===== config.mk =====
export PLATFORM = sky130hd
export DESIGN_NAME = div20c8u16c
export DESIGN_NICKNAME = d
export VERILOG_FILES = /design/src/rtl/div_pkg.sv /design/src/rtl/sdiv_lane.sv /design/src/rtl/div20c8u16c.sv
export SDC_FILE = /design/constraint.sdc
export NUM_CORES = 1
export LEC_CHECK = 0
export ABC_AREA = 1
export BUFFER_PORTS_ARGS = -buffer_cell sky130_fd_sc_hd__buf_2
export CORE_MARGIN = 10
export CORE_UTILIZATION = 38
export DETAILED_ROUTE_END_ITERATION = 6
export GPL_TIMING_DRIVEN = 1
export PLACE_DENSITY = 0.52
export SETUP_SLACK_MARGIN = 0.4
export SYNTH_ARGS = -nofsm -noshare
export SYNTH_HDL_FRONTEND = slang
export SYNTH_HIERARCHICAL = 1
export SYNTH_SLANG_ARGS = --single-unit
export TNS_END_PERCENT = 1

===== constraint.sdc =====
create_clock -name clk -period 4.54 [get_ports clk]
set_input_delay 0.681 -clock clk [delete_from_list [all_inputs] [get_ports clk]]
set_output_delay 0.681 -clock clk [all_outputs]
set_load 0.02 [all_outputs]

===== src/rtl/div_pkg.sv =====
// Shared constants and FSM state type for the div20c8u16c complex-by-scalar divider.
package div_pkg;

    localparam int DW   = 20;
    localparam int ZW   = 8;
    localparam int QW   = 16;
    localparam int ITER = 15;
    localparam int CW   = 4;
    localparam logic signed [QW-1:0] QMAX = 16'sd32767;

    typedef enum logic [1:0] {
        IDLE = 2'd0,
        RUN  = 2'd1,
        DONE = 2'd2
    } state_t;

endpackage


===== src/rtl/sdiv_lane.sv =====
// One signed divide lane: (d*16)/div in sign-magnitude, one quotient bit per step, saturated to +/-32767.
// DIV_ROUND_EN: round magnitude to nearest (ties away from zero) instead of truncating.
module sdiv_lane
    import div_pkg::*;
(
    input  logic                  clk,
    input  logic                  rst_n,
    input  logic                  load,
    input  logic                  step,
    input  logic                  fin,
    input  logic [CW-1:0]         cnt,
    input  logic signed [DW-1:0]  d,
    input  logic [ZW-1:0]         div,
    output logic signed [QW-1:0]  q
);

    logic [DW-1:0]   mag;
    logic [DW+3:0]   num;
    logic            neg;
    logic            sat;
    logic [ZW-1:0]   r;
    logic [ITER-1:0] nlo;
    logic [ITER-1:0] qr;
    logic [CW-1:0]   bidx;
    logic [ZW:0]     rsh;
    logic            ge;
    logic [QW-1:0]   mag_q;

    assign mag  = d[DW-1] ? $unsigned(-d) : $unsigned(d);
    assign num  = {mag, 4'b0000};
    assign bidx = CW'(ITER-1) - cnt;
    assign rsh  = {r, nlo[bidx]};
    assign ge   = rsh >= {1'b0, div};

    always_comb begin
        mag_q = {1'b0, qr};
`ifdef DIV_ROUND_EN
        if ({r, 1'b0} >= {1'b0, div}) mag_q = mag_q + 1'b1;
`endif
        // |d| >= div<<11 (including div==0) never runs a meaningful division.
        if (sat || (mag_q > QMAX)) mag_q = QMAX;
    end

    always_ff @(posedge clk or negedge rst_n) begin
        if (!rst_n) begin
            neg <= 1'b0;
            sat <= 1'b0;
            r   <= '0;
            nlo <= '0;
            qr  <= '0;
            q   <= '0;
        end else begin
            if (load) begin
                neg <= d[DW-1];
                sat <= num[DW+3:ITER] >= {1'b0, div};
                r   <= num[ITER+ZW-1:ITER];
                nlo <= num[ITER-1:0];
                qr  <= '0;
            end else if (step) begin
                r  <= ge ? ZW'(rsh - {1'b0, div}) : ZW'(rsh);
                qr <= {qr[ITER-2:0], ge};
            end
            if (fin) q <= neg ? -mag_q : mag_q;
        end
    end

endmodule


===== src/rtl/div20c8u16c.sv =====
// Complex I/Q divide by unsigned 8-bit scalar: ov 17 clocks after accept, busy for 16, iv ignored while busy.
// DIV_ROUND_EN selects round-to-nearest in both lanes; latency and ports are unchanged.
module div20c8u16c
    import div_pkg::*;
(
    input  logic                  clk,
    input  logic                  rst_n,
    input  logic signed [DW-1:0]  dix,
    input  logic signed [DW-1:0]  diy,
    input  logic [ZW-1:0]         diz,
    input  logic                  iv,
    output logic signed [QW-1:0]  dox,
    output logic signed [QW-1:0]  doy,
    output logic                  ov,
    output logic                  busy,
    output logic                  dz
);

    state_t        state, state_nxt;
    logic          load, step, fin;
    logic [CW-1:0] cnt;
    logic [ZW-1:0] diz_r;
    logic [ZW-1:0] div_cur;

    assign busy    = (state != IDLE);
    // Lanes see the live divisor on the accepting edge, the captured one afterwards.
    assign div_cur = (state == IDLE) ? diz : diz_r;

    always_comb begin
        state_nxt = state;
        load      = 1'b0;
        step      = 1'b0;
        fin       = 1'b0;
        case (state)
            IDLE: if (iv) begin
                load      = 1'b1;
                state_nxt = RUN;
            end
            RUN: begin
                step = 1'b1;
                if (cnt == CW'(ITER-1)) state_nxt = DONE;
            end
            DONE: begin
                fin       = 1'b1;
                state_nxt = IDLE;
            end
            default: state_nxt = IDLE;
        endcase
    end

    always_ff @(posedge clk or negedge rst_n) begin
        if (!rst_n) begin
            state <= IDLE;
            cnt   <= '0;
            diz_r <= '0;
            ov    <= 1'b0;
            dz    <= 1'b0;
        end else begin
            state <= state_nxt;
            if (load) begin
                cnt   <= '0;
                diz_r <= diz;
            end else if (step) begin
                cnt <= (cnt == CW'(ITER-1)) ? '0 : cnt + 1'b1;
            end
            ov <= fin;
            if (fin) dz <= (diz_r == '0);
        end
    end

    sdiv_lane u_lane_i (
        .clk   (clk),
        .rst_n (rst_n),
        .load  (load),
        .step  (step),
        .fin   (fin),
        .cnt   (cnt),
        .d     (dix),
        .div   (div_cur),
        .q     (dox)
    );

    sdiv_lane u_lane_q (
        .clk   (clk),
        .rst_n (rst_n),
        .load  (load),
        .step  (step),
        .fin   (fin),
        .cnt   (cnt),
        .d     (diy),
        .div   (div_cur),
        .q     (doy)
    );

endmodule


==> impl_metrics.json <==
{
  "drt_wl_total_um": 22060,
  "tightestPinTransition_ns": 1.016,
  "ir_worst_vdd_mv": 0.2991,
  "crit_path_end": "u_lane_i/r[6]",
  "place_ws_ns": 1.510,
  "cts_buffers": 17,
  "post-route-period-util": 0.6682,
  "stdcell_count": 1590,
  "clk_pin_slew_worst_paths_ns": 0.06,
  "cts_hold_buf": 0,
  "dp_hpwl_um": 17050,
  "place.gp.congestion": 0.8733,
  "clock_skew_ns": 0.007407,
  "yosysMostFrequentCell": "nand2_1",
  "post_cts_resized": 0,
  "post-route-util": 0.4434,
  "rrSetupSlack_ns": 1.51,
  "grt_max_degree": 72,
  "grt-busiest-layer": "met2",
  "grt.total_usage": 0.1589,
  "grt_first_pass_wirelength_um": 37990,
  "drv_cap": 0,
  "status": "completed",
  "portBuffers": 85,
  "dp.cells": 1560,
  "hp-class": "primary input to asynchronous set/reset pin",
  "crit_cells": 17,
  "synth_top_area_frac": 0.3534,
  "r2r_cells": 17,
  "drive_above_1_share": 0.1229,
  "ys_seq_area_frac": 0.3534,
  "drt_iter0_drc": 487,
  "clk_path_buf_depth": 2,
  "vias_per_cell": 4.923,
  "power_leakage_nw": 4.914,
  "route.vias.total": 7827,
  "rr_startpoint": "cnt[0]",
  "synthToLayoutAreaGrowth_pct": 14.21,
  "final.setup.worst_slack_ns": 1.506,
  "ys_warn_count": 6,
  "ys_async_sr_fraction": 1.000,
  "grtUsageMet2": 0.2300,
  "critPathBufInv": 3,
  "drt_first_pass_iters": 5,
  "synth_area_leaders": "dfrtp_1 35%, nand2_1 16%, nand3_1 7.4%",
  "syn_area_um2": 8498,
  "syn-num-nets": 1314,
  "slew_violations": 0,
  "slowest_stage": "dfrtp_1",
  "die_height_um": 169.5,
  "clk_latency_ns": 0.42,
  "pwr_density_cell_nw_per_um2": 782.7,
  "reg2reg_to": "u_lane_i/r[6]",
  "met1_usage": 0.2259,
  "path_delay_family": "adder cells",
  "cts_root_buf": "clkbuf_16",
  "grt_pass1_vias": 7741,
  "clkSinkCount": 120,
  "htreeDepth": 4,
  "synth_cell_types": 39,
  "worstPathRequired_ns": 4.84,
  "fin_setup_tns_ns": 0,
  "hold_viol": 0,
  "crit_type": "flop to flop",
  "min_period_ns": 3.034,
  "path_max_fanout": 22,
  "core_area_um2": 21890,
  "start_kind": "flop",
  "synth_edf_count": 0,
  "wl_per_cell_um": 13.87,
  "ys_top_cells_by_count": "371 x nand2_1, 144 x inv_1, 126 x nand3_1",
  "holdWs_ns": 0.3864,
  "path_cells": "ha_1 > inv_1 > o21ai_0 > o22ai_1 > nand2_1 > nand2_1 > inv_1 > ha_1 > fa_1 > inv_1 > nand3_1 > nand3_1 > nand2_1 > nand2_1 > nand2_1 > nand3_1 > nand3_1",
  "ys_ff_latch": 120,
  "cts_tree": "done",
  "die_x_um": 169.5,
  "rows": 54,
  "die-area_um2": 28750,
  "use_met3": 0.03636,
  "initial_core_util": 0.3882,
  "slew-limit-headroom": 0.3158,
  "antenna_left": 0,
  "rsz0062_at_grt": "false",
  "diodes": 0,
  "route.detailed.drc": 0,
  "antenna_found_initial": 0,
  "globalRouteOverflowTotal": 0,
  "cp-end-kind": "flop",
  "post_synth_inst_count": 1219,
  "setup_viol": 0,
  "synth_area_per_cell_um2": 6.971,
  "max_clock_freq_mhz": 329.6,
  "pin_count": 86,
  "cp_slowest_stage_delay_ns": 0.76,
  "cp.arrival_ns": 3.33,
  "layout.nets": 1394,
  "cpMostUsedCell": "nand2_1",
  "post_cts_buffers": 0,
  "yosys.area.top_type": "dfrtp_1",
  "ys.flop_type": "dfrtp_1",
  "startpoint": "cnt[0]"
}
[metal layers]
layer | part of all wire | wire (um) | vias to the layer above
met2 | 0.42 | 9308 | 138
li1 | - | - | 4083
met3 | 0.045 | 1001 | 28
met4 | 0.019 | 425 | 0
met5 | 0 | 0 | -
met1 | 0.51 | 11320 | 3578
[layout by cell type (no fill, tap or decap), types with 4 or more instances in the layout]
master	count
clkinvlp_4	4
nand2_2	8
o21ai_1	11
or2_1	5
o21ai_2	4
xnor2_1	16
ha_1	42
buf_2	84
nor2_2	12
nand3b_1	15
nor3_1	8
o21ai_0	67
a21oi_1	22
nand4_1	14
nand2_1	371
dfrtp_1	120
o22ai_1	28
clkbuf_16	17
inv_1	144
xor2_1	26
nor2_4	7
nand3_1	126
nor2_1	116
a21boi_0	4
[cell families after synthesis]
| logic type | count (synthesis) | synth area share |
|---|---|---|
| AOI/OAI and AO/OA | 141 | 0.09187 |
| buffers and inverters | 176 | 0.08304 |
| xor gates and xnor gates | 43 | 0.04520 |
| DFF | 120 | 0.3534 |
| and+or+nand+nor | 695 | 0.3600 |
| adders and majority gates | 44 | 0.06655 |
[sequential cells by signal, indices dropped and copies added, names as in the netlist, 4 cells and up]
register      cells
u_lane_i/q       16
u_lane_q/nlo     11
cnt               4
u_lane_q/qr      15
u_lane_i/nlo     11
u_lane_i/r        8
diz_r             8
u_lane_i/qr      15
u_lane_q/r        8
u_lane_q/q       16
[through the flow]
stage / power, W / area, um2
3_3_place_gp: 0.006327 / 9161
5_1_grt: 0.008441 / 9706
3_5_place_dp: 0.006360 / 9161
4_1_cts: 0.007675 / 9706
2_1_floorplan: 0.005324 / 8498
6_report: 0.007597 / 9706
[worst register-to-register path, stage by stage, from the launching register on]
cell and delay (ns):
dfrtp_1 0.76, ha_1 0.39, inv_1 0.11, o21ai_0 0.09, o22ai_1 0.17, nand2_1 0.10, nand2_1 0.07, inv_1 0.04
ha_1 0.19, fa_1 0.42, inv_1 0.10, nand3_1 0.11, nand3_1 0.09, nand2_1 0.05, nand2_1 0.06, nand2_1 0.05
nand3_1 0.06, nand3_1 0.06
[worst min-delay path by stage]
stage                         end  slack [ns]  cells past startpoint
floorplan                  cnt[0]        0.39                      0
global placement    u_lane_q/q[9]        0.46                      2
detailed placement  u_lane_q/q[9]        0.46                      2
CTS                 u_lane_i/q[2]        0.42                      1
global route        u_lane_i/q[2]        0.45                      1
finish              u_lane_i/q[2]        0.39                      1
[power breakdown]
part	internal, W	total (W)	switching, W	leakage, nW
Clock	0.000760	0.00126	0.000496	0.257
Sequential	0.00156	0.00197	0.000410	1.43
Combinational	0.00162	0.00437	0.00275	3.22
[cell type report]
| type | instances | area (um2) |
|---|---|---|
| Inverter | 150 | 575.6 |
| Sequential cell | 120 | 3003 |
| Clock inverter | 11 | 101.3 |
| Tap cell | 280 | 350.3 |
| Multi-Input combinational cell | 923 | 4790 |
| Fill cell | 2352 | 12190 |
| Clock buffer | 19 | 442.9 |
| Timing Repair Buffer | 87 | 442.9 |
No activity file was read; power rests on OpenSTA's default activity.
